$ cat src/rtl/chdr_strs_pkg.sv
// chdr_strs_pkg: constants, status codes, header layout and FSM states for the CHDR stream-status generator.
package chdr_strs_pkg;
    localparam logic [2:0]  PKT_TYPE_STRS  = 3'd0;
    localparam logic [15:0] STRS_LEN_BYTES = 16'd40;
    localparam int HDR_DST_LSB  = 0;
    localparam int HDR_LEN_LSB  = 16;
    localparam int HDR_SEQ_LSB  = 32;
    localparam int HDR_NMD_LSB  = 48;
    localparam int HDR_TYPE_LSB = 53;
    localparam int HDR_EOV_LSB  = 56;
    localparam int HDR_EOB_LSB  = 57;
    localparam int HDR_VC_LSB   = 58;
    localparam int HDR_VC_W     = 6;
    localparam int HDR_NMD_W    = 5;

    typedef enum logic [3:0] {
        STS_OK      = 4'd0,
        STS_CMDERR  = 4'd1,
        STS_SEQERR  = 4'd2,
        STS_DATAERR = 4'd3
    } status_e;

    typedef enum logic [2:0] {IDLE, HDR, P0, P1, P2, P3} state_e;

    function automatic logic [63:0] strs_hdr(input logic [15:0] seq, input logic [15:0] dst);
        return (64'({HDR_VC_W{1'b0}}) << HDR_VC_LSB) | (64'(1'b0) << HDR_EOB_LSB)
             | (64'(1'b0) << HDR_EOV_LSB) | (64'(PKT_TYPE_STRS) << HDR_TYPE_LSB)
             | (64'({HDR_NMD_W{1'b0}}) << HDR_NMD_LSB) | (64'(seq) << HDR_SEQ_LSB)
             | (64'(STRS_LEN_BYTES) << HDR_LEN_LSB) | (64'(dst) << HDR_DST_LSB);
    endfunction
endpackage

$ cat src/rtl/chdr_strs_generator_if.sv
// chdr_strs_generator_if: AXI-Stream carrying stream-status packets.
interface chdr_strs_generator_if #(parameter int W = 64);
    logic [W-1:0] tdata;
    logic         tlast;
    logic         tvalid;
    logic         tready;
    modport master(output tdata, tlast, tvalid, input tready);
    modport slave(input tdata, tlast, tvalid, output tready);
endinterface

$ cat src/rtl/chdr_strs_generator.sv
// chdr_strs_generator: counts consumed ingress packets/bytes and emits 5-word CHDR stream-status
// reports on flow-control thresholds, error strobes or stream init.
module chdr_strs_generator
    import chdr_strs_pkg::*;
#(
    parameter int          CHDR_W    = 64,
    parameter int          BUFF_SIZE = 11,
    parameter logic [23:0] CAP_PKTS  = 24'hFFFFFF
) (
    input  logic        clk,
    input  logic        rst,
    input  logic        cfg_start,
    input  logic [15:0] cfg_this_epid,
    input  logic [15:0] cfg_dst_epid,
    input  logic [39:0] cfg_fc_freq_bytes,
    input  logic [23:0] cfg_fc_freq_pkts,
    input  logic        rx_pkt_stb,
    input  logic [15:0] rx_pkt_bytes,
    input  logic        seq_err_stb,
    input  logic        data_err_stb,
    chdr_strs_generator_if.master m_axis_strs
);
    localparam logic [39:0] CAP_BYTES = 40'd1 << (BUFF_SIZE + 3);

    state_e            state_q, state_d;
    logic              pending_q, pending_d;
    logic              restart_q, restart_d;
    logic [39:0]       xfer_pkts_q, xfer_pkts_d, snap_pkts_q, snap_pkts_d;
    logic [63:0]       xfer_bytes_q, xfer_bytes_d, snap_bytes_q, snap_bytes_d;
    logic [23:0]       acc_pkts_q, acc_pkts_d, pkts_inc, pkts_sum;
    logic [39:0]       acc_bytes_q, acc_bytes_d, bytes_inc, bytes_sum;
    logic              pkts_c, bytes_c;
    logic [15:0]       seqnum_q, seqnum_d;
    status_e           status_q, status_d, snap_status_q, snap_status_d;
    logic [CHDR_W-1:0] tdata_q, tdata_d, word_d;
    logic              go, adv, p3_done, trig;

    always_comb begin
        go       = state_q == IDLE && pending_q;
        adv      = state_q != IDLE && m_axis_strs.tready;
        p3_done  = state_q == P3 && m_axis_strs.tready;
        state_d  = go ? HDR : !adv ? state_q : state_q == P3 ? IDLE : state_e'(state_q + 3'd1);
        pkts_inc = {23'd0, rx_pkt_stb};
        bytes_inc = rx_pkt_stb ? {24'd0, rx_pkt_bytes} : 40'd0;
        {pkts_c, pkts_sum}   = {1'b0, acc_pkts_q} + {1'b0, pkts_inc};
        {bytes_c, bytes_sum} = {1'b0, acc_bytes_q} + {1'b0, bytes_inc};
        acc_pkts_d   = cfg_start ? '0 : go ? pkts_inc : pkts_c ? '1 : pkts_sum;
        acc_bytes_d  = cfg_start ? '0 : go ? bytes_inc : bytes_c ? '1 : bytes_sum;
        xfer_pkts_d  = cfg_start ? '0 : xfer_pkts_q + 40'(rx_pkt_stb);
        xfer_bytes_d = cfg_start ? '0 : xfer_bytes_q + 64'(bytes_inc);
        trig = (cfg_fc_freq_pkts != '0 && acc_pkts_d >= cfg_fc_freq_pkts)
            || (cfg_fc_freq_bytes != '0 && acc_bytes_d >= cfg_fc_freq_bytes)
            || seq_err_stb || data_err_stb || cfg_start;
        pending_d = trig || (pending_q && !go);
        status_d  = data_err_stb ? STS_DATAERR : seq_err_stb ? STS_SEQERR
                  : (go || cfg_start) ? STS_OK : status_q;
        // An init arriving mid-packet restarts numbering at 0 for the packet that follows.
        restart_d = cfg_start && (state_q != IDLE || go) ? 1'b1 : p3_done ? 1'b0 : restart_q;
        seqnum_d  = cfg_start ? '0 : p3_done && !restart_q ? seqnum_q + 16'd1 : seqnum_q;
        snap_pkts_d   = go ? xfer_pkts_q : snap_pkts_q;
        snap_bytes_d  = go ? xfer_bytes_q : snap_bytes_q;
        snap_status_d = go ? status_q : snap_status_q;
        word_d = state_d == HDR ? strs_hdr(seqnum_q, cfg_dst_epid)
               : state_d == P0  ? {CAP_PKTS, CAP_BYTES}
               : state_d == P1  ? {24'h0, snap_pkts_q}
               : state_d == P2  ? snap_bytes_q
               : state_d == P3  ? {44'h0, snap_status_q, cfg_this_epid} : '0;
        tdata_d = (go || adv) ? word_d : tdata_q;
    end

    always_ff @(posedge clk or posedge rst) begin
        if (rst) begin
            state_q       <= IDLE;
            pending_q     <= 1'b0;
            restart_q     <= 1'b0;
            xfer_pkts_q   <= '0;
            xfer_bytes_q  <= '0;
            acc_pkts_q    <= '0;
            acc_bytes_q   <= '0;
            snap_pkts_q   <= '0;
            snap_bytes_q  <= '0;
            seqnum_q      <= '0;
            status_q      <= STS_OK;
            snap_status_q <= STS_OK;
            tdata_q       <= '0;
        end else begin
            state_q       <= state_d;
            pending_q     <= pending_d;
            restart_q     <= restart_d;
            xfer_pkts_q   <= xfer_pkts_d;
            xfer_bytes_q  <= xfer_bytes_d;
            acc_pkts_q    <= acc_pkts_d;
            acc_bytes_q   <= acc_bytes_d;
            snap_pkts_q   <= snap_pkts_d;
            snap_bytes_q  <= snap_bytes_d;
            seqnum_q      <= seqnum_d;
            status_q      <= status_d;
            snap_status_q <= snap_status_d;
            tdata_q       <= tdata_d;
        end
    end

    assign m_axis_strs.tdata  = tdata_q;
    assign m_axis_strs.tvalid = state_q != IDLE;
    assign m_axis_strs.tlast  = state_q == P3;
endmodule

$ cat src/flat_wrapper.sv
// flat-port wrapper written by rule: the top's interface ports become plain ports
module chdr_strs_generator_flat import chdr_strs_pkg::*;
#(
    parameter int          CHDR_W    = 64,
    parameter int          BUFF_SIZE = 11,
    parameter logic [23:0] CAP_PKTS  = 24'hFFFFFF
)
  (clk, rst, cfg_start, cfg_this_epid, cfg_dst_epid, cfg_fc_freq_bytes, cfg_fc_freq_pkts, rx_pkt_stb, rx_pkt_bytes, seq_err_stb, data_err_stb, m_axis_strs_tdata, m_axis_strs_tlast, m_axis_strs_tvalid, m_axis_strs_tready);
  chdr_strs_generator_if #(.W(64)) m_axis_strs_i ();
  input  logic clk;
  input  logic rst;
  input  logic cfg_start;
  input  logic [15:0] cfg_this_epid;
  input  logic [15:0] cfg_dst_epid;
  input  logic [39:0] cfg_fc_freq_bytes;
  input  logic [23:0] cfg_fc_freq_pkts;
  input  logic rx_pkt_stb;
  input  logic [15:0] rx_pkt_bytes;
  input  logic seq_err_stb;
  input  logic data_err_stb;
  output wire logic [$bits(m_axis_strs_i.tdata)-1:0] m_axis_strs_tdata;
  output wire logic [$bits(m_axis_strs_i.tlast)-1:0] m_axis_strs_tlast;
  output wire logic [$bits(m_axis_strs_i.tvalid)-1:0] m_axis_strs_tvalid;
  input wire logic [$bits(m_axis_strs_i.tready)-1:0] m_axis_strs_tready;
  assign m_axis_strs_tdata = m_axis_strs_i.tdata;
  assign m_axis_strs_tlast = m_axis_strs_i.tlast;
  assign m_axis_strs_tvalid = m_axis_strs_i.tvalid;
  assign m_axis_strs_i.tready = m_axis_strs_tready;
  chdr_strs_generator #(.CHDR_W(CHDR_W), .BUFF_SIZE(BUFF_SIZE), .CAP_PKTS(CAP_PKTS)) u_core (.clk(clk), .rst(rst), .cfg_start(cfg_start), .cfg_this_epid(cfg_this_epid), .cfg_dst_epid(cfg_dst_epid), .cfg_fc_freq_bytes(cfg_fc_freq_bytes), .cfg_fc_freq_pkts(cfg_fc_freq_pkts), .rx_pkt_stb(rx_pkt_stb), .rx_pkt_bytes(rx_pkt_bytes), .seq_err_stb(seq_err_stb), .data_err_stb(data_err_stb), .m_axis_strs(m_axis_strs_i));
endmodule
$ cat config.mk
export PLATFORM = sky130hd
export DESIGN_NAME = chdr_strs_generator_flat
export DESIGN_NICKNAME = d
export VERILOG_FILES = /design/src/rtl/chdr_strs_pkg.sv /design/src/rtl/chdr_strs_generator_if.sv /design/src/rtl/chdr_strs_generator.sv /design/src/flat_wrapper.sv
export SDC_FILE = /design/constraint.sdc
export NUM_CORES = 1
export LEC_CHECK = 0
export BUFFER_PORTS_ARGS = -buffer_cell sky130_fd_sc_hd__buf_2
export CORE_ASPECT_RATIO = 0.5
export CORE_MARGIN = 3
export CORE_UTILIZATION = 30
export CTS_CLUSTER_DIAMETER = 120
export DETAILED_ROUTE_END_ITERATION = 8
export PLACE_DENSITY = 0.5
export SYNTH_ARGS = -nofsm -noshare
export SYNTH_HDL_FRONTEND = slang
export SYNTH_SLANG_ARGS = --single-unit
$ cat constraint.sdc
create_clock -name clk -period 11.74 [get_ports clk]
set_input_delay 0.587 -clock clk [delete_from_list [all_inputs] [get_ports clk]]
set_output_delay 0.587 -clock clk [all_outputs]
set_load 0.05 [all_outputs]
==> results.py, run 1 <==
metrics = {
    "logic_synthesis": {
        "syn_avg_cell_area_um2": 8.66,
        "ys.flop_type": "dfrtp_1",
        "syn_inst": 2314,
        "synth_top_family_by_area": "simple AND/OR/NAND/NOR gates",
        "synth_area_um2": 20000,
        "synth_top_area_frac": 0.451,
        "synth_seq_cells": 361,
        "synth-compound-area-share": 0.161,
        "yosys.area_share.simple": 0.223,
        "synth_edf_count": 0,
        "synth_fa_ha_area_frac": 0.0560,
        "yosys.area.top_type": "dfrtp_1",
        "synth.most_common_cell": "nand2_1",
        "yosys-top-cells-area": "dfrtp_1, nand2_1, ha_1, a21oi_1, o21ai_0",
        "yosys_warnings": 0,
        "yosysSeqAreaShare": 0.451,
        "synthMuxAreaShare": 0.0170,
        "postSynth.asyncResetShare": 1.00,
        "synth_common_cells": "nand2_1, dfrtp_1, nor2_1",
        "synth.distinct_cells": 73,
        "synth_xor_area_frac": 0.0511,
        "synth_nets": 2522,
    },
    "clock_tree": {
        "cts_htree_levels": 2,
        "ctsLongestPathBuffers": 3,
        "clkLatencyLatePin_ns": 0.55,
        "post_cts_buffers": 0,
        "clock_sinks": 361,
        "cts_resized": 0,
        "cts_tree": "done",
        "cts.clk_slew.worst_paths_ns": 0.07,
        "hold_buffers": 0,
        "cts_root_buf": "clkbuf_16",
        "numCtsBuffers": 38,
    },
    "timing": {
        "setup_tns_ns": 0,
        "hold_ws_ns": 0.180,
        "max_freq_ghz": 0.149,
        "post-route-period-util": 0.573,
        "grt_setup_unrepaired": "false",
        "slew_violations": 0,
        "fin_ws_ns": 5.01,
        "worst_pin_slew_ns": 1.30,
        "finalHoldViolations": 0,
        "slew_headroom": 0.133,
        "skew_ns": 0.0188,
        "layout_min_cycle_time_ns": 6.73,
        "setup_violations": 0,
    },
    "worst_setup_path": {
        "critPathRequiredTime_ns": 12.15,
        "r2r-end": "u_core.pending_q",
        "crit_fanout": 52,
        "crit_top_cell": "ha_1",
        "critPathBufInv": 1,
        "worst_ep_arrival_time_ns": 7.14,
        "cp_slowest_stage_delay_ns": 0.78,
        "crit_start": "rx_pkt_stb",
        "critical_path_class": "in2reg",
        "r2r_start": "u_core.acc_bytes_q[1]",
        "crit_chain": "buf_2 > and2_1 > ha_1 > ha_1 > a21oi_1 > or4_4 > a21oi_4 > a21boi_2 > a2111oi_4 > nand3_2 > nor3b_1 > or3_4 > ha_1 > nand2b_1 > a21o_1 > a21o_1 > a211oi_1 > o21ai_0 > a211oi_1 > o31ai_1 > a21oi_1 > o221ai_1",
        "cp-start-kind": "primary input",
        "slowest_stage": "a2111oi_4",
        "path_delay_family": "compound AO/OA/AOI/OAI gates",
        "end_kind": "flip-flop",
        "r2r_cells": 20,
        "timing.reg2reg.setup_slack_ns": 5.65,
    },
    "die": {
        "dieArea_um2": 70200,
        "die_h_um": 189,
        "start_util": 0.306,
        "io_pins": 185,
        "rows": 66,
        "die_w_um": 372,
        "design.core.area_um2": 65600,
    },
    "drt": {
        "drc": 0,
        "dr.pass1.iters": 7,
        "drt-total-wl_mm": 57.1,
        "vias": 16900,
        "postRouteAntennaNets": 0,
        "dr.first_iter.drc_count": 1017,
        "avgViaCountPerCell": 5.03,
        "wl_per_cell_um": 17.1,
    },
    "grt": {
        "overflow": 0,
        "grtUsageTotal": 0.161,
        "grt_pass1_vias": 16600,
        "grt_pass1_wl_mm": 91.8,
        "antenna_found_initial": 3,
        "grt_max_degree": 177,
    },
    "power_and_ir_drop": {
        "pwr_density_cell_nw_per_um2": 183,
        "max-vdd-ir-drop_mv": 0.103,
        "power.leakage_nw": 10.9,
        "total_power_mw": 4.21,
    },
    "place": {
        "dpl.hpwl_mm": 40.1,
        "io_buffers": 184,
        "globalplace.congestion": 0.843,
        "place_worst_setup_slack_ns": 4.40,
    },
    "job": {
        "maxCapViolCount": 0,
    },
    "status": {
        "status": "completed",
    },
    "layout": {
        "area_growth_pct": 15.1,
        "final_nets": 2644,
        "layout-drive-gt1-share": 0.121,
    },
    "hold_path": {
        "min_path_type": "in2async",
    },
}
-- stage by stage --
stage	instance area [µm²]	std cells	utilization
after CTS	23100	3347	0.352
after global placement	21800	3280	0.333
after detailed placement	21800	3280	0.333
after global routing	23100	3348	0.352
after floorplan	20000	2314	-
final	23100	3348	0.352
-- where the power goes --
group	internal [mW]	switching, mW
Clock	0.706	0.533
Sequential	1.39	0.109
Combinational	0.392	1.08
Total	2.49	1.72
-- per-layer routing --
layer | vias to the layer above | GRT usage | part of all wire
li1 | 8311 | - | -
met5 | - | 0 | 0.00025
met1 | 8186 | 0.225 | 0.48
met3 | 83 | 0.0252 | 0.039
met2 | 273 | 0.258 | 0.46
met4 | 4 | 0.0402 | 0.024
-- registers in the layout, summed over array words and instances, names as in the netlist --
signal,count
u_core.m_axis_strs.tdata,64
u_core.snap_bytes_q,64
u_core.xfer_bytes_q,64
u_core.acc_bytes_q,40
u_core.snap_pkts_q,40
u_core.xfer_pkts_q,40
u_core.acc_pkts_q,24
u_core.seqnum_q,16
u_core.state_q,3
u_core.snap_status_q,2
u_core.status_q,2
u_core.pending_q,1
u_core.restart_q,1
-- worst register-to-register path, cell delays in order, from the launching register on --
cell	delay [ns]
dfrtp_1	0.44
xnor2_1	0.19
ha_1	0.21
a21oi_1	0.08
or4_4	0.56
a21oi_4	0.20
a21boi_2	0.14
a2111oi_4	0.78
nand3_2	0.66
nor3b_1	0.35
or3_4	0.39
ha_1	0.28
nand2b_1	0.14
a21o_1	0.18
a21o_1	0.17
a211oi_1	0.23
o21ai_0	0.13
a211oi_1	0.38
o31ai_1	0.14
a21oi_1	0.17
o221ai_1	0.13
-- layout make-up --
cell class | count | area [µm²]
clock inverters | 15 | 153
well taps | 884 | 1110
flip-flops and latches | 361 | 9030
clock buffers | 52 | 1100
multi-input cells | 1735 | 10200
fillers | 6824 | 42500
diodes | 1 | 2.50
inverters | 96 | 368
repair buffers | 204 | 1090
-- worst max path at each step --
stage / endpoint / slack, ns / cells past startpoint
6_report: u_core.pending_q / 5.01 / 22
3_3_place_gp: u_core.pending_q / 4.50 / 22
4_1_cts: u_core.pending_q / 4.98 / 22
2_1_floorplan: u_core.acc_bytes_q[0] / 1.13 / 1
5_1_grt: u_core.pending_q / 4.54 / 22
3_5_place_dp: u_core.pending_q / 4.40 / 22
-- placed cells by master (no fill, tap or decap), types with 10 or more instances in the layout --
cell,instances
a211oi_1,16
a21o_1,27
a21oi_1,156
a221oi_1,21
a22oi_1,18
a31oi_1,18
and2_1,24
and3_1,43
buf_2,183
buf_4,20
clkbuf_16,38
clkbuf_8,10
dfrtp_1,361
ha_1,89
inv_1,94
mux2i_1,34
nand2_1,464
nand3_1,66
nand4_1,37
nor2_1,177
nor2b_1,13
nor3_1,29
nor3b_1,10
nor4_1,22
o211ai_1,18
o21a_1,15
o21ai_0,149
o22ai_1,10
o31ai_1,10
or3_1,36
xnor2_1,52
xor2_1,65
-- cells by family (layout without fill, tap and decap cells) --
logic type	count (synthesis)	count (layout)
compound gates	518	518
flops	361	361
simple gates	976	976
other cells	0	1
fa+ha+maj	90	90
mux	34	34
buf+inv	218	367
xor+xnor	117	117
(Power assumes the default switching activity.)
==> run 2: changes to the inputs <==
--- a/config.mk
+++ b/config.mk
@@ -11,7 +11,7 @@
 export CORE_UTILIZATION = 30
 export CTS_CLUSTER_DIAMETER = 120
 export DETAILED_ROUTE_END_ITERATION = 8
-export PLACE_DENSITY = 0.5
+export PLACE_DENSITY = 0.52
 export SYNTH_ARGS = -nofsm -noshare
 export SYNTH_HDL_FRONTEND = slang
 export SYNTH_SLANG_ARGS = --single-unit
==> constraint.sdc (replaced) <==
create_clock -name clk -period 5.65 [get_ports clk]
set_input_delay 0.2825 -clock clk [delete_from_list [all_inputs] [get_ports clk]]
set_output_delay 0.2825 -clock clk [all_outputs]
set_load 0.05 [all_outputs]
==> run 2 against run 1 <==
Against the previous run:
- total power up 110%
- non-clock buffer count up 18
- hold slack worse by 0.094 ns
- wire length up 0.22%
- clock-buffer cell count up 7
- final area up 1.1%
- critical path type is now reg2reg
==> results.py, run 2 (synthesized netlist as in run 1, its figures left out) <==
metrics = {
    "status": {
        "status": "completed",
    },
    "worst_setup_path": {
        "crit_top_cell": "a21oi_1",
        "cp-start-kind": "flip-flop",
        "path_depth": 18,
        "critPathBufInv": 0,
        "timing.reg2reg.setup_slack_ns": 0.47,
        "crit_chain": "xnor2_1 > ha_1 > a21oi_1 > or4_4 > a21oi_4 > a21boi_2 > a21oi_1 > nand4_1 > a221oi_1 > ha_1 > a21o_1 > a21o_1 > a211oi_1 > o21ai_0 > a211oi_1 > o31ai_1 > a21oi_1 > o221ai_1",
        "crit_start": "u_core.acc_bytes_q[1]",
        "crit_fanout": 8,
        "worst_ep_arrival_time_ns": 5.57,
        "cp_slowest_stage_delay_ns": 0.56,
        "slowest_stage": "or4_4",
        "path_delay_family": "compound AO/OA/AOI/OAI gates",
        "critical_path_class": "reg2reg",
        "critPathRequiredTime_ns": 6.04,
        "r2r-end": "u_core.pending_q",
        "end_kind": "flip-flop",
        "r2r_cells": 18,
        "r2r_start": "u_core.acc_bytes_q[1]",
        "worstSetupEndpoint": "u_core.pending_q",
    },
    "die": {
        "design.core.area_um2": 65600,
        "die_w_um": 372,
        "die_h_um": 189,
        "dieArea_um2": 70200,
        "rows": 66,
        "start_util": 0.306,
        "io_pins": 185,
    },
    "drt": {
        "dr.first_iter.drc_count": 983,
        "wl_per_cell_um": 17.0,
        "drt-total-wl_mm": 57.3,
        "dr.pass1.iters": 5,
        "postRouteAntennaNets": 0,
        "avgViaCountPerCell": 5.00,
        "drc": 0,
        "vias": 16900,
    },
    "place": {
        "place_worst_setup_slack_ns": 0.191,
        "dpl.hpwl_mm": 40.7,
        "globalplace.congestion": 0.829,
        "io_buffers": 184,
    },
    "power_and_ir_drop": {
        "clock_power_share": 0.306,
        "switchingPower_mw": 3.62,
        "comb_power_share": 0.345,
        "max-vdd-ir-drop_mv": 0.230,
        "pwr_density_cell_nw_per_um2": 385,
        "switching_share": 0.403,
        "p_int_mw": 5.35,
        "total_power_mw": 8.97,
        "pwr-share-seq": 0.349,
        "power.leakage_nw": 11.1,
    },
    "grt": {
        "grt_pass1_wl_mm": 92.3,
        "grt_max_degree": 112,
        "antenna_found_initial": 5,
        "grtUsageTotal": 0.161,
        "grt_pass1_vias": 16700,
        "overflow": 0,
    },
    "clock_tree": {
        "ctsLongestPathBuffers": 3,
        "cts_root_buf": "clkbuf_16",
        "post_cts_buffers": 0,
        "cts_tree": "done",
        "clkLatencyLatePin_ns": 0.55,
        "numCtsBuffers": 40,
        "clock_sinks": 361,
        "cts_htree_levels": 2,
        "cts.clk_slew.worst_paths_ns": 0.06,
    },
    "timing": {
        "post-route-period-util": 0.916,
        "max_freq_ghz": 0.193,
        "setup_violations": 0,
        "skew_ns": 0.0213,
        "slew_violations": 0,
        "setup_tns_ns": 0,
        "slew_headroom": 0.195,
        "fin_ws_ns": 0.474,
        "layout_min_cycle_time_ns": 5.18,
        "grt_setup_unrepaired": "false",
        "worst_pin_slew_ns": 1.18,
        "finalHoldViolations": 0,
    },
    "layout": {
        "area_growth_pct": 16.4,
        "final_common_cell": "nand2_1",
        "layout-drive-gt1-share": 0.127,
        "final_nets": 2664,
        "finish.utilization": 0.356,
        "final_cell_mix": "nand2_1, dfrtp_1, buf_2",
    },
    "job": {
        "maxCapViolCount": 0,
    },
    "hold_path": {
        "min_path_type": "in2reg",
    },
}
## run 2: changes by cell type in the layout (fill, tap and decap cells not counted), sizes merged
cell         previous run  this run
inv                    98        97
dlygate4sd3             0         3
diode                   1         3
clkinv                  9         7
buf                   204       219
bufinv                  2         3
clkbuf                 52        59
## run 2: power by group through the flow
stage	clock [mW]	sequential [mW]	combinational, mW
after floorplan	0	3.62	1.73
final	2.75	3.13	3.10
after detailed placement	0	3.18	3.12
after global routing	2.92	3.17	3.39
after global placement	0	3.17	3.11
after CTS	2.82	3.13	3.13
## run 2: worst min-delay path by stage
stage                           startpoint                      endpoint  slack [ns]  depth (start not counted)
after global placement                 rst         u_core.xfer_pkts_q[5]        0.43                          2
after CTS                 cfg_dst_epid[14]  u_core.m_axis_strs.tdata[14]        0.04                          3
after detailed placement               rst         u_core.xfer_pkts_q[5]        0.44                          2
after global routing      cfg_dst_epid[14]  u_core.m_axis_strs.tdata[14]        0.05                          3
after floorplan                seq_err_stb            u_core.status_q[1]        0.38                          1
final                     cfg_dst_epid[14]  u_core.m_axis_strs.tdata[14]        0.09                          3
## run 2: what timing repair did
| action | 4_1_cts | 5_1_grt |
|---|---|---|
| endpoints found under the hold margin | 26 | 0 |
| hold buffers | 3 | 0 |
| gates resized for setup | 0 | 0 |
## run 2: final cells by class
| cell class | instances | area (µm²) |
|---|---|---|
| Antenna cell | 3 | 7.51 |
| Clock buffer | 59 | 1190 |
| Clock inverter | 13 | 165 |
| Fill cell | 6862 | 42200 |
| Inverter | 96 | 364 |
| Multi-Input combinational cell | 1735 | 10200 |
| Sequential cell | 361 | 9030 |
| Tap cell | 884 | 1110 |
| Timing Repair Buffer | 222 | 1240 |
## run 2: routing by layer
layer / global-route usage / wire (µm) / share of wire / up-vias
met5: 0 / 13 / 0.00023 / -
met4: 0.0345 / 1010 / 0.018 / 2
met3: 0.0224 / 1860 / 0.033 / 63
met2: 0.260 / 26600 / 0.46 / 244
met1: 0.229 / 27800 / 0.49 / 8214
li1: - / - / - / 8358
## run 2: tightest hold or removal path, stage by stage
cell and delay (ns):
buf_2 0.09, a31oi_1 0.08, o22ai_1 0.13
## run 2: metrics by stage
step / hold WS (ns) / cells / area (µm²)
2_1_floorplan: 0.383 / 2314 / 20100
3_3_place_gp: 0.432 / 3295 / 21900
3_5_place_dp: 0.436 / 3295 / 21900
4_1_cts: 0.0428 / 3370 / 23300
5_1_grt: 0.0519 / 3372 / 23300
6_report: 0.0858 / 3373 / 23300
==> run 3: changes to the inputs <==
--- a/config.mk
+++ b/config.mk
@@ -6,12 +6,14 @@
 export NUM_CORES = 1
 export LEC_CHECK = 0
 export BUFFER_PORTS_ARGS = -buffer_cell sky130_fd_sc_hd__buf_2
+export CELL_PAD_IN_SITES_DETAIL_PLACEMENT = 1
+export CELL_PAD_IN_SITES_GLOBAL_PLACEMENT = 2
 export CORE_ASPECT_RATIO = 0.5
 export CORE_MARGIN = 3
 export CORE_UTILIZATION = 30
 export CTS_CLUSTER_DIAMETER = 120
 export DETAILED_ROUTE_END_ITERATION = 8
-export PLACE_DENSITY = 0.52
+export PLACE_DENSITY = 0.74
 export SYNTH_ARGS = -nofsm -noshare
 export SYNTH_HDL_FRONTEND = slang
 export SYNTH_SLANG_ARGS = --single-unit
==> run 3 against run 2 <==
Against the previous run:
- via count grew 2.2%
- die area unchanged
- cell count about the same
- clock skew up 0.0040 ns
- clock-buffer cell count is 4 lower
- global-route usage up 1.9 points
- highest routed layer is now met4
==> results.py, run 3 (synthesized netlist as in run 1, its figures left out) <==
metrics = {
    "status": {
        "status": "completed",
    },
    "clock_tree": {
        "clock_sinks": 361,
        "clkLatencyLatePin_ns": 0.58,
        "cts_resized": 0,
        "cts_htree_levels": 2,
        "cts_tree": "done",
        "numCtsBuffers": 40,
        "cts.clk_slew.worst_paths_ns": 0.06,
        "cts_root_buf": "clkbuf_16",
        "ctsLongestPathBuffers": 3,
    },
    "die": {
        "rows": 66,
        "io_pins": 185,
        "design.core.area_um2": 65600,
        "die_w_um": 372,
        "die_h_um": 189,
        "start_util": 0.306,
        "dieArea_um2": 70200,
    },
    "worst_setup_path": {
        "slowest_stage": "or4_4",
        "path_delay_family": "compound AO/OA/AOI/OAI gates",
        "cp-start-kind": "flip-flop",
        "r2r_cells": 20,
        "timing.reg2reg.setup_slack_ns": 0.64,
        "crit_fanout": 5,
        "r2r-end": "u_core.pending_q",
        "end_kind": "flip-flop",
        "r2r_start": "u_core.acc_bytes_q[1]",
        "critPathRequiredTime_ns": 6.07,
        "crit_chain": "xnor2_1 > ha_1 > a21oi_1 > or4_4 > a21oi_4 > a21boi_2 > a2111oi_4 > nand3_2 > nor3b_1 > or3_4 > ha_1 > nand2b_1 > a21o_1 > a21o_1 > a211oi_1 > o21ai_0 > a211oi_1 > o31ai_1 > a21oi_1 > o221ai_1",
        "worst_ep_arrival_time_ns": 5.43,
        "critPathBufInv": 0,
        "cp_slowest_stage_delay_ns": 0.56,
        "critical_path_class": "reg2reg",
    },
    "hold_path": {
        "holdPathStages": 3,
        "hold_path_startpoint": "cfg_dst_epid[14]",
        "min_path_type": "in2reg",
        "min_to": "u_core.m_axis_strs.tdata[14]",
    },
    "timing": {
        "fin_ws_ns": 0.640,
        "slew_headroom": 0.177,
        "skew_ns": 0.0253,
        "setup_tns_ns": 0,
        "grt_setup_unrepaired": "false",
        "post-route-period-util": 0.887,
        "finalHoldViolations": 0,
        "setup_violations": 0,
        "hold_ws_ns": 0.0465,
        "slew_violations": 0,
        "layout_min_cycle_time_ns": 5.01,
        "worst_pin_slew_ns": 1.20,
        "max_freq_ghz": 0.200,
    },
    "place": {
        "dpl.hpwl_mm": 45.2,
        "globalplace.congestion": 0.795,
        "dpl_cell_area_um2": 21900,
        "io_buffers": 184,
        "place_worst_setup_slack_ns": 0.190,
    },
    "grt": {
        "grt_pass1_wl_mm": 103,
        "grtUsageTotal": 0.180,
        "overflow": 0,
        "grt_pass1_vias": 18300,
        "antenna_found_initial": 1,
        "grt_max_degree": 114,
    },
    "job": {
        "maxCapViolCount": 0,
    },
    "layout": {
        "final_common_cell": "nand2_1",
        "final_cell_mix": "nand2_1, dfrtp_1, buf_2",
        "layout-drive-gt1-share": 0.128,
        "finish.utilization": 0.356,
        "stdcell_area_um2": 23400,
        "final_nets": 2668,
        "area_growth_pct": 16.5,
    },
    "drt": {
        "dr.pass1.iters": 5,
        "avgViaCountPerCell": 5.11,
        "drc": 0,
        "drt-total-wl_mm": 63.1,
        "postRouteAntennaNets": 0,
        "dr.first_iter.drc_count": 944,
        "vias": 17300,
        "wl_per_cell_um": 18.7,
    },
    "power_and_ir_drop": {
        "pwr_density_cell_nw_per_um2": 388,
        "max-vdd-ir-drop_mv": 0.218,
        "power.leakage_nw": 11.1,
    },
}
run 3: cell types whose count changed in the layout (fill, tap and decap cells not counted), sizes merged:
cell	previous run	this run
dlygate4sd3	3	4
bufinv	3	4
diode	3	1
clkinv	7	10
clkbuf	59	55
buf	219	222
run 3: cell type report:
| type | instances | area, µm² |
|---|---|---|
| Tap cell | 884 | 1110 |
| Sequential cell | 361 | 9030 |
| Clock buffer | 55 | 1140 |
| Inverter | 96 | 364 |
| Antenna cell | 1 | 2.50 |
| Fill cell | 7705 | 42200 |
| Multi-Input combinational cell | 1735 | 10200 |
| Timing Repair Buffer | 226 | 1270 |
| Clock inverter | 17 | 220 |
run 3: worst reg2reg max path, delay by kind of cell (launching register included):
kind	cells	cell delay, ns
AO/OA/AOI/OAI	12	2.38
XOR/XNOR	1	0.19
adder cells (fa/ha/maj)	2	0.48
flip-flops	1	0.45
AND/OR/NAND/NOR	5	1.38
run 3: stage by stage:
| step | instances | power [mW] |
|---|---|---|
| floorplan | 2314 | 5.35 |
| global placement | 3297 | 6.31 |
| detailed placement | 3297 | 6.36 |
| CTS | 3373 | 9.18 |
| global route | 3375 | 9.63 |
| finish | 3375 | 9.06 |
run 3: worst max-delay path by stage:
stage	start	to	slack [ns]	cells after the start
detailed placement	rx_pkt_stb	u_core.pending_q	0.19	20
floorplan	rx_pkt_stb	u_core.pending_q	0.03	26
global placement	rx_pkt_stb	u_core.pending_q	0.44	19
finish	u_core.acc_bytes_q[1]	u_core.pending_q	0.64	20
global route	u_core.acc_bytes_q[1]	u_core.pending_q	0.17	20
CTS	u_core.acc_bytes_q[1]	u_core.pending_q	0.41	18
run 3: power breakdown:
part / switching (mW) / leakage [nW] / internal (mW) / total (mW)
clock: 1.17 / 0.671 / 1.60 / 2.77
sequential: 0.236 / 4.92 / 2.90 / 3.13
combinational: 2.31 / 5.47 / 0.850 / 3.16
total: 3.71 / 11.1 / 5.35 / 9.06
run 3: repair_timing:
action / in CTS / in global routing
buffers inserted: 0 / 1
endpoints found under the hold margin: 19 / 0
endpoints found under the setup margin: 0 / 1
hold buffers: 4 / 0
run 3: per-layer routing:
| metal | up-vias | track usage | share of wire |
|---|---|---|---|
| met1 | 8651 | 0.255 | 0.49 |
| met5 | - | 0 | 0 |
| li1 | 8339 | - | - |
| met4 | 0 | 0.0402 | 0.019 |
| met3 | 68 | 0.0248 | 0.029 |
| met2 | 198 | 0.292 | 0.46 |
